## src/rtl/mem_pkg.sv

```systemverilog
// Shared types and constants for the memory responder slice.
// Latency: n/a (declarations only).
// Backpressure: n/a.
package mem_pkg;

    localparam int ADDR_W    = 8;
    localparam int DATA_W    = 8;
    localparam int DEPTH     = 1 << ADDR_W;
    localparam int BURST_LEN = 4;

    // Command encoding as it appears on the mode pins.
    typedef enum logic [1:0] {
        MODE_RD    = 2'b00,
        MODE_WR    = 2'b01,
        MODE_BURST = 2'b10,
        MODE_NOP   = 2'b11
    } mode_e;

    typedef enum logic [2:0] {
        IDLE       = 3'd0,
        GRANT      = 3'd1,
        WAIT_START = 3'd2,
        ACCESS     = 3'd3,
        RESP       = 3'd4
    } state_e;

    // Address of a given burst beat; wraps naturally at the top of the array.
    function automatic logic [ADDR_W-1:0] beat_addr(input logic [ADDR_W-1:0] base,
                                                     input logic [1:0]        beat);
        return base + ADDR_W'(beat);
    endfunction

endpackage

```

## src/rtl/mem_array.sv

```systemverilog
// 256x8 storage with synchronous write, combinational read, synchronous clear.
// Latency: write lands on the clock edge; read data follows raddr combinationally.
// Backpressure: none; a write is accepted on every cycle we_i is high.
module mem_array
    import mem_pkg::*;
(
    input  logic              clk,
    input  logic              clr_n,
    input  logic              we_i,
    input  logic [ADDR_W-1:0] waddr_i,
    input  logic [DATA_W-1:0] wdata_i,
    input  logic [ADDR_W-1:0] raddr_i,
    output logic [DATA_W-1:0] rdata_o
);

    logic [DATA_W-1:0] mem_q [DEPTH];

    // Clear wins over write so a reset cycle always leaves the array all-zero.
    always_ff @(posedge clk) begin
        if (!clr_n) begin
            for (int i = 0; i < DEPTH; i++) begin
                mem_q[i] <= '0;
            end
        end else if (we_i) begin
            mem_q[waddr_i] <= wdata_i;
        end
    end

    assign rdata_o = mem_q[raddr_i];

endmodule

```

## src/rtl/mem_responder.sv

```systemverilog
// Single-initiator memory responder: req/gnt handshake, start-strobed command, timed response.
// Latency: gnt one cycle after req; first rdy exactly LATENCY cycles after start.
// Backpressure: none; req/start outside their accepting states are dropped, not queued.
module mem_responder
    import mem_pkg::*;
#(
    parameter int LATENCY       = 2,
    parameter int START_TIMEOUT = 15
) (
    input  logic              clk,
    input  logic              rst_n,
    input  logic              req,
    input  logic              start,
    input  logic [ADDR_W-1:0] addr,
    input  logic [1:0]        mode,
    input  logic [DATA_W-1:0] data_in,
    output logic              gnt,
    output logic              rdy,
    output logic [DATA_W-1:0] data_out,
    output logic              data_oe
);

    // Counter reload values; LATENCY-1 because the cycle that accepts start counts as one.
    localparam logic [2:0] LAT_INIT  = 3'(LATENCY - 1);
    localparam logic [7:0] TO_LAST   = 8'(START_TIMEOUT - 1);
    localparam logic [1:0] BEAT_LAST = 2'(BURST_LEN - 1);

    state_e            state_q;
    mode_e             mode_q;
    logic [ADDR_W-1:0] addr_q;
    logic [DATA_W-1:0] wdata_q;
    logic [2:0]        lat_cnt_q;
    logic [7:0]        to_cnt_q;
    logic [1:0]        beat_q;
    logic              gnt_q;
    logic              rdy_q;
    logic              data_oe_q;
    logic [DATA_W-1:0] data_out_q;

    logic              mem_we;
    logic [ADDR_W-1:0] rd_addr_d;
    logic [DATA_W-1:0] rd_data;
    logic              access_done;

    assign access_done = (state_q == ACCESS) && (lat_cnt_q == 3'd0);

    // The write commits on the same edge that moves the FSM into RESP.
    assign mem_we = access_done && (mode_q == MODE_WR);

    // While in RESP, look one beat ahead so the next burst word is ready at the edge.
    always_comb begin
        rd_addr_d = addr_q;
        if (state_q == RESP) begin
            rd_addr_d = beat_addr(addr_q, beat_q + 2'd1);
        end
    end

    mem_array u_mem (
        .clk     (clk),
        .clr_n   (rst_n),
        .we_i    (mem_we),
        .waddr_i (addr_q),
        .wdata_i (wdata_q),
        .raddr_i (rd_addr_d),
        .rdata_o (rd_data)
    );

    // Control FSM with its counters, capture registers and registered outputs.
    always_ff @(posedge clk) begin
        if (!rst_n) begin
            state_q    <= IDLE;
            mode_q     <= MODE_RD;
            addr_q     <= '0;
            wdata_q    <= '0;
            lat_cnt_q  <= '0;
            to_cnt_q   <= '0;
            beat_q     <= '0;
            gnt_q      <= 1'b0;
            rdy_q      <= 1'b0;
            data_oe_q  <= 1'b0;
            data_out_q <= '0;
        end else begin
            case (state_q)
                IDLE: begin
                    if (req) begin
                        state_q <= GRANT;
                        gnt_q   <= 1'b1;
                    end
                end
                GRANT: begin
                    state_q  <= WAIT_START;
                    gnt_q    <= 1'b0;
                    to_cnt_q <= '0;
                end
                WAIT_START: begin
                    // A start on the last allowed cycle still wins over the timeout.
                    if (start) begin
                        addr_q    <= addr;
                        mode_q    <= mode_e'(mode);
                        wdata_q   <= data_in;
                        lat_cnt_q <= LAT_INIT;
                        state_q   <= ACCESS;
                    end else if (to_cnt_q == TO_LAST) begin
                        state_q <= IDLE;
                    end else begin
                        to_cnt_q <= to_cnt_q + 8'd1;
                    end
                end
                ACCESS: begin
                    if (lat_cnt_q == 3'd0) begin
                        state_q <= RESP;
                        rdy_q   <= 1'b1;
                        beat_q  <= '0;
                        if (mode_q == MODE_RD || mode_q == MODE_BURST) begin
                            data_oe_q  <= 1'b1;
                            data_out_q <= rd_data;
                        end else begin
                            data_oe_q  <= 1'b0;
                            data_out_q <= '0;
                        end
                    end else begin
                        lat_cnt_q <= lat_cnt_q - 3'd1;
                    end
                end
                RESP: begin
                    if (mode_q == MODE_BURST && beat_q != BEAT_LAST) begin
                        beat_q     <= beat_q + 2'd1;
                        data_out_q <= rd_data;
                    end else begin
                        state_q    <= IDLE;
                        rdy_q      <= 1'b0;
                        data_oe_q  <= 1'b0;
                        data_out_q <= '0;
                        beat_q     <= '0;
                    end
                end
                default: begin
                    state_q <= IDLE;
                end
            endcase
        end
    end

    assign gnt      = gnt_q;
    assign rdy      = rdy_q;
    assign data_oe  = data_oe_q;
    assign data_out = data_out_q;

endmodule
```

## config.mk

```make
export PLATFORM = sky130hd
export DESIGN_NAME = mem_responder
export DESIGN_NICKNAME = d
export VERILOG_FILES = /design/src/rtl/mem_pkg.sv /design/src/rtl/mem_array.sv /design/src/rtl/mem_responder.sv
export SDC_FILE = /design/constraint.sdc
export NUM_CORES = 2
export LEC_CHECK = 0
export ABC_AREA = 1
export CAP_MARGIN = 20
export CORE_MARGIN = 1.5
export CORE_UTILIZATION = 30
export CTS_CLUSTER_SIZE = 28
export DETAILED_ROUTE_END_ITERATION = 10
export PLACE_DENSITY = 0.54
export SYNTH_ARGS = -nofsm -noshare
export SYNTH_HDL_FRONTEND = slang
export SYNTH_SLANG_ARGS = --single-unit
```

## constraint.sdc

```tcl
create_clock -name clk -period 5.2 [get_ports clk]
set_clock_uncertainty 0.05 [all_clocks]
set_input_delay 1.04 -clock clk [delete_from_list [all_inputs] [get_ports clk]]
set_output_delay 1.04 -clock clk [all_outputs]
set_load 0.01 [all_outputs]
```

==> flow_summary.json <==
{
  "period_share": 0.832,
  "postSynthNetCount": 10000,
  "worst_hold_slack_ns": 0.431,
  "drive_gt1_frac": 0.0571,
  "status": "completed",
  "fp.coreArea_sq_um": 315000,
  "comb_power_frac": 0.240,
  "final_net_count": 9713,
  "hold_end": "lat_cnt_q[1]",
  "postPlaceCellArea_sq_um": 100000,
  "timing.final.setup_violations": 0,
  "initial_antenna_violation_count": 10,
  "timing.critical_path.from": "addr_q[0]",
  "critPathRequiredTime_ns": 5.91,
  "ctsRootBufferMaster": "clkbuf_16",
  "cts_buffer_depth": 4,
  "hpwlAfterDp_um": 186000,
  "post_layout_nonfiller_instances": 14000,
  "synth-seq-cells": 2093,
  "timing.final.max_slew_violations": 0,
  "r2r-end": "data_out[2]",
  "power.switching_fraction": 0.333,
  "synth-warning-count": 0,
  "overall_overflow_remaining_after_global_route": 0,
  "start_util": 0.302,
  "rr_startpoint": "addr_q[0]",
  "seq_area_frac_synth": 0.655,
  "finalWorstPathRequiredPeriod_ns": 4.33,
  "worstPathMaxFanout": 42,
  "final_antenna_net_count": 0,
  "p_sw_mw": 15.2,
  "timing.final.hold_violations": 0,
  "cp_class": "flip-flop to flip-flop",
  "detail_route.iter0.violations": 8458,
  "final_common_cell": "nand2_1",
  "postSynthCellCount": 9975,
  "worst-r2r-setup-slack_ns": 0.87,
  "syn_avg_cell_area_sq_um": 9.55,
  "p_per_area_nw_per_um2": 427,
  "cts_hold_buf": 0,
  "overall_routing_resource_usage": 0.185,
  "n_fill_cell": 32000,
  "postCtsSetupBuffers": 0,
  "dieArea_sq_um": 321000,
  "timing.final.ws_setup_ns": 0.872,
  "htree_levels": 4,
  "weighted_congestion_at_the_end_of_routability_driven_global_placement": 0.884,
  "tritoncts": "yes",
  "layout.cells.most_common_list": "nand2_1, nor2_1, edfxtp_1",
  "grt_first_pass_wirelength_um": 446000,
  "portBuffers": 32,
  "finalWirelength_um": 306000,
  "tightestPinTransition_ns": 1.26,
  "drt-vias-per-instance": 5.16,
  "fin_area_sq_um": 107000,
  "share_clk_of_total_power": 0.337,
  "internal_power_mw": 30.5,
  "sequential_group_share_of_total_power": 0.423,
  "grt_setup_unrepaired": "no",
  "die_height_um": 566,
  "detailedPlace.worstSlack_ns": 0.946,
  "drc_errors": 0,
  "cap_viol_max_count": 0,
  "grt_pass1_vias": 69500,
  "dr_total_vias": 72300,
  "setup-tns-final_ns": 0,
  "placementRows": 206,
  "data_arrival_time_at_the_worst_slack_endpoint_ns": 5.04,
  "hp-class": "flip-flop to flip-flop",
  "worstHoldStart": "lat_cnt_q[1]",
  "fmax_mhz": 231,
  "grt_start_max_net_pins": 129,
  "placed_cell_count": 13600,
  "max_slew_margin": 0.157,
  "category_of_the_worst_setup_path_launch_point": "flip-flop",
  "post_drt_wl_per_cell_um": 21.8,
  "detailedRoute.firstPassIterationCount": 6,
  "die_w_um": 566,
  "clk_latency_ns": 0.88,
  "netlist-cell-type-count": 35,
  "cts_num_sinks": 2093,
  "layout-area-overhead-vs-synth_pct": 12.6,
  "ctsResizeCount": 0,
  "leakage_power_of_the_design_nw": 37.4,
  "post_synth_design_cell_area_sq_um": 95200,
  "cts_made_buffers": 220,
  "irDropWorstVdd_mv": 0.283,
  "cp-end-kind": "flip-flop",
  "clk_pin_slew_ns": 0.06,
  "io-pin-count": 33,
  "reg2reg_depth": 14,
  "hold_path_depth": 2
}
==> per-layer routing <==
metal / vias up / part of all wire / GRT usage
li1: 33000 / - / -
met1: 35500 / 0.41 / 0.248
met2: 3209 / 0.47 / 0.302
met3: 553 / 0.081 / 0.0249
met4: 8 / 0.039 / 0.0697
met5: - / 0.00016 / 0
==> synth_stat cells <==
cell type / instances / area share
a21oi_1: 38 / 0.0020
nand3_1: 2019 / 0.11
nor2_1: 2106 / 0.083
o211ai_1: 8 / 0.00063
nor3_2: 10 / 0.0011
nor2_2: 2 / 0.00013
and3_1: 1 / 0.000066
o21ai_0: 35 / 0.0018
clkbuf_1: 466 / 0.018
edfxtp_1: 2048 / 0.65
nor3b_1: 2 / 0.00016
dfxtp_1: 45 / 0.0095
o21ai_1: 1 / 0.000053
inv_1: 219 / 0.0086
nor2_4: 1 / 0.00012
buf_1: 86 / 0.0034
buf_6: 2 / 0.00024
inv_4: 1 / 0.000066
ha_1: 7 / 0.00092
buf_4: 2 / 0.00016
buf_2: 179 / 0.0094
inv_2: 4 / 0.00016
nor3_1: 15 / 0.00079
nand2_2: 14 / 0.00092
nand4_1: 1 / 0.000066
or2_2: 2 / 0.00013
clkinv_1: 14 / 0.00055
a31oi_1: 1 / 0.000066
nand2_1: 2625 / 0.10
nor4_1: 1 / 0.000066
nand2_4: 10 / 0.0012
nand3_2: 1 / 0.00011
xor2_1: 7 / 0.00064
o211a_1: 1 / 0.00011
fa_1: 1 / 0.00021
==> worst max path at each step <==
stage	cells after the start	slack [ns]	end
after floorplan	8	2.34	u_mem.mem_q[176][0]
final	14	0.87	data_out[2]
after CTS	14	0.98	data_out[1]
after detailed placement	9	0.95	u_mem.mem_q[40][3]
after global placement	9	0.94	u_mem.mem_q[23][6]
after global routing	14	0.74	data_out[2]
==> state kept, by name (all words and copies together) (netlist names) <==
signal,cells
data_out,8
beat_q,2
mode_q,2
wdata_q,8
u_mem.mem_q,2048
lat_cnt_q,3
data_oe,1
rdy,1
gnt,1
addr_q,8
to_cnt_q,8
state_q,3
==> power groups by stage <==
stage               Combinational, mW  Clock, mW  Sequential (mW)
global placement                 10.8          0             19.7
global route                     11.7       16.2             19.4
floorplan                        6.45          0             19.6
finish                           11.0       15.4             19.3
detailed placement               10.8          0             19.7
CTS                              10.9       15.6             19.3
==> stage by stage <==
step	total power, mW	util
6_report	45.7	0.340
5_1_grt	47.3	0.340
4_1_cts	45.8	0.340
3_5_place_dp	30.5	0.318
3_3_place_gp	30.5	0.318
2_1_floorplan	26.0	-
==> cells by family (layout without fill, tap and decap cells) <==
family                     count (synthesis)  in the layout  synth area share
DFF                                     2093           2093             0.655
AOI/OAI and AO/OA                         84             84           0.00469
and+or+nand+nor                         6810           6810             0.297
adders and majority gates                  8              8           0.00113
buffers and inverters                    973            855            0.0410
xor gates and xnor gates                   7              7          0.000644
other                                      0              4                 0
==> worst max-delay path, stage by stage (launching register included) <==
cell	delay (ns)
dfxtp_1	0.48
ha_1	0.30
fa_1	0.50
o21ai_4	0.75
buf_12	0.36
buf_4	0.36
nand3_1	0.13
nand3_1	0.14
nand3_1	0.21
nand3_1	0.24
nand3_1	0.21
nand3_1	0.14
nand3_1	0.09
nand3_1	0.12
a21oi_1	0.08
==> layout make-up <==
type	count	area [sq um]	share of cell area
Inverter	238	966	0.00901
Antenna cell	4	10.0	0.0000934
Clock buffer	279	5830	0.0544
Tap cell	4160	5200	0.0486
Sequential cell	2093	62400	0.582
Multi-Input combinational cell	6909	29200	0.272
Timing Repair Buffer	221	2550	0.0238
Clock inverter	117	1070	0.00995
Note: power is estimated with default switching activity, not from simulation.
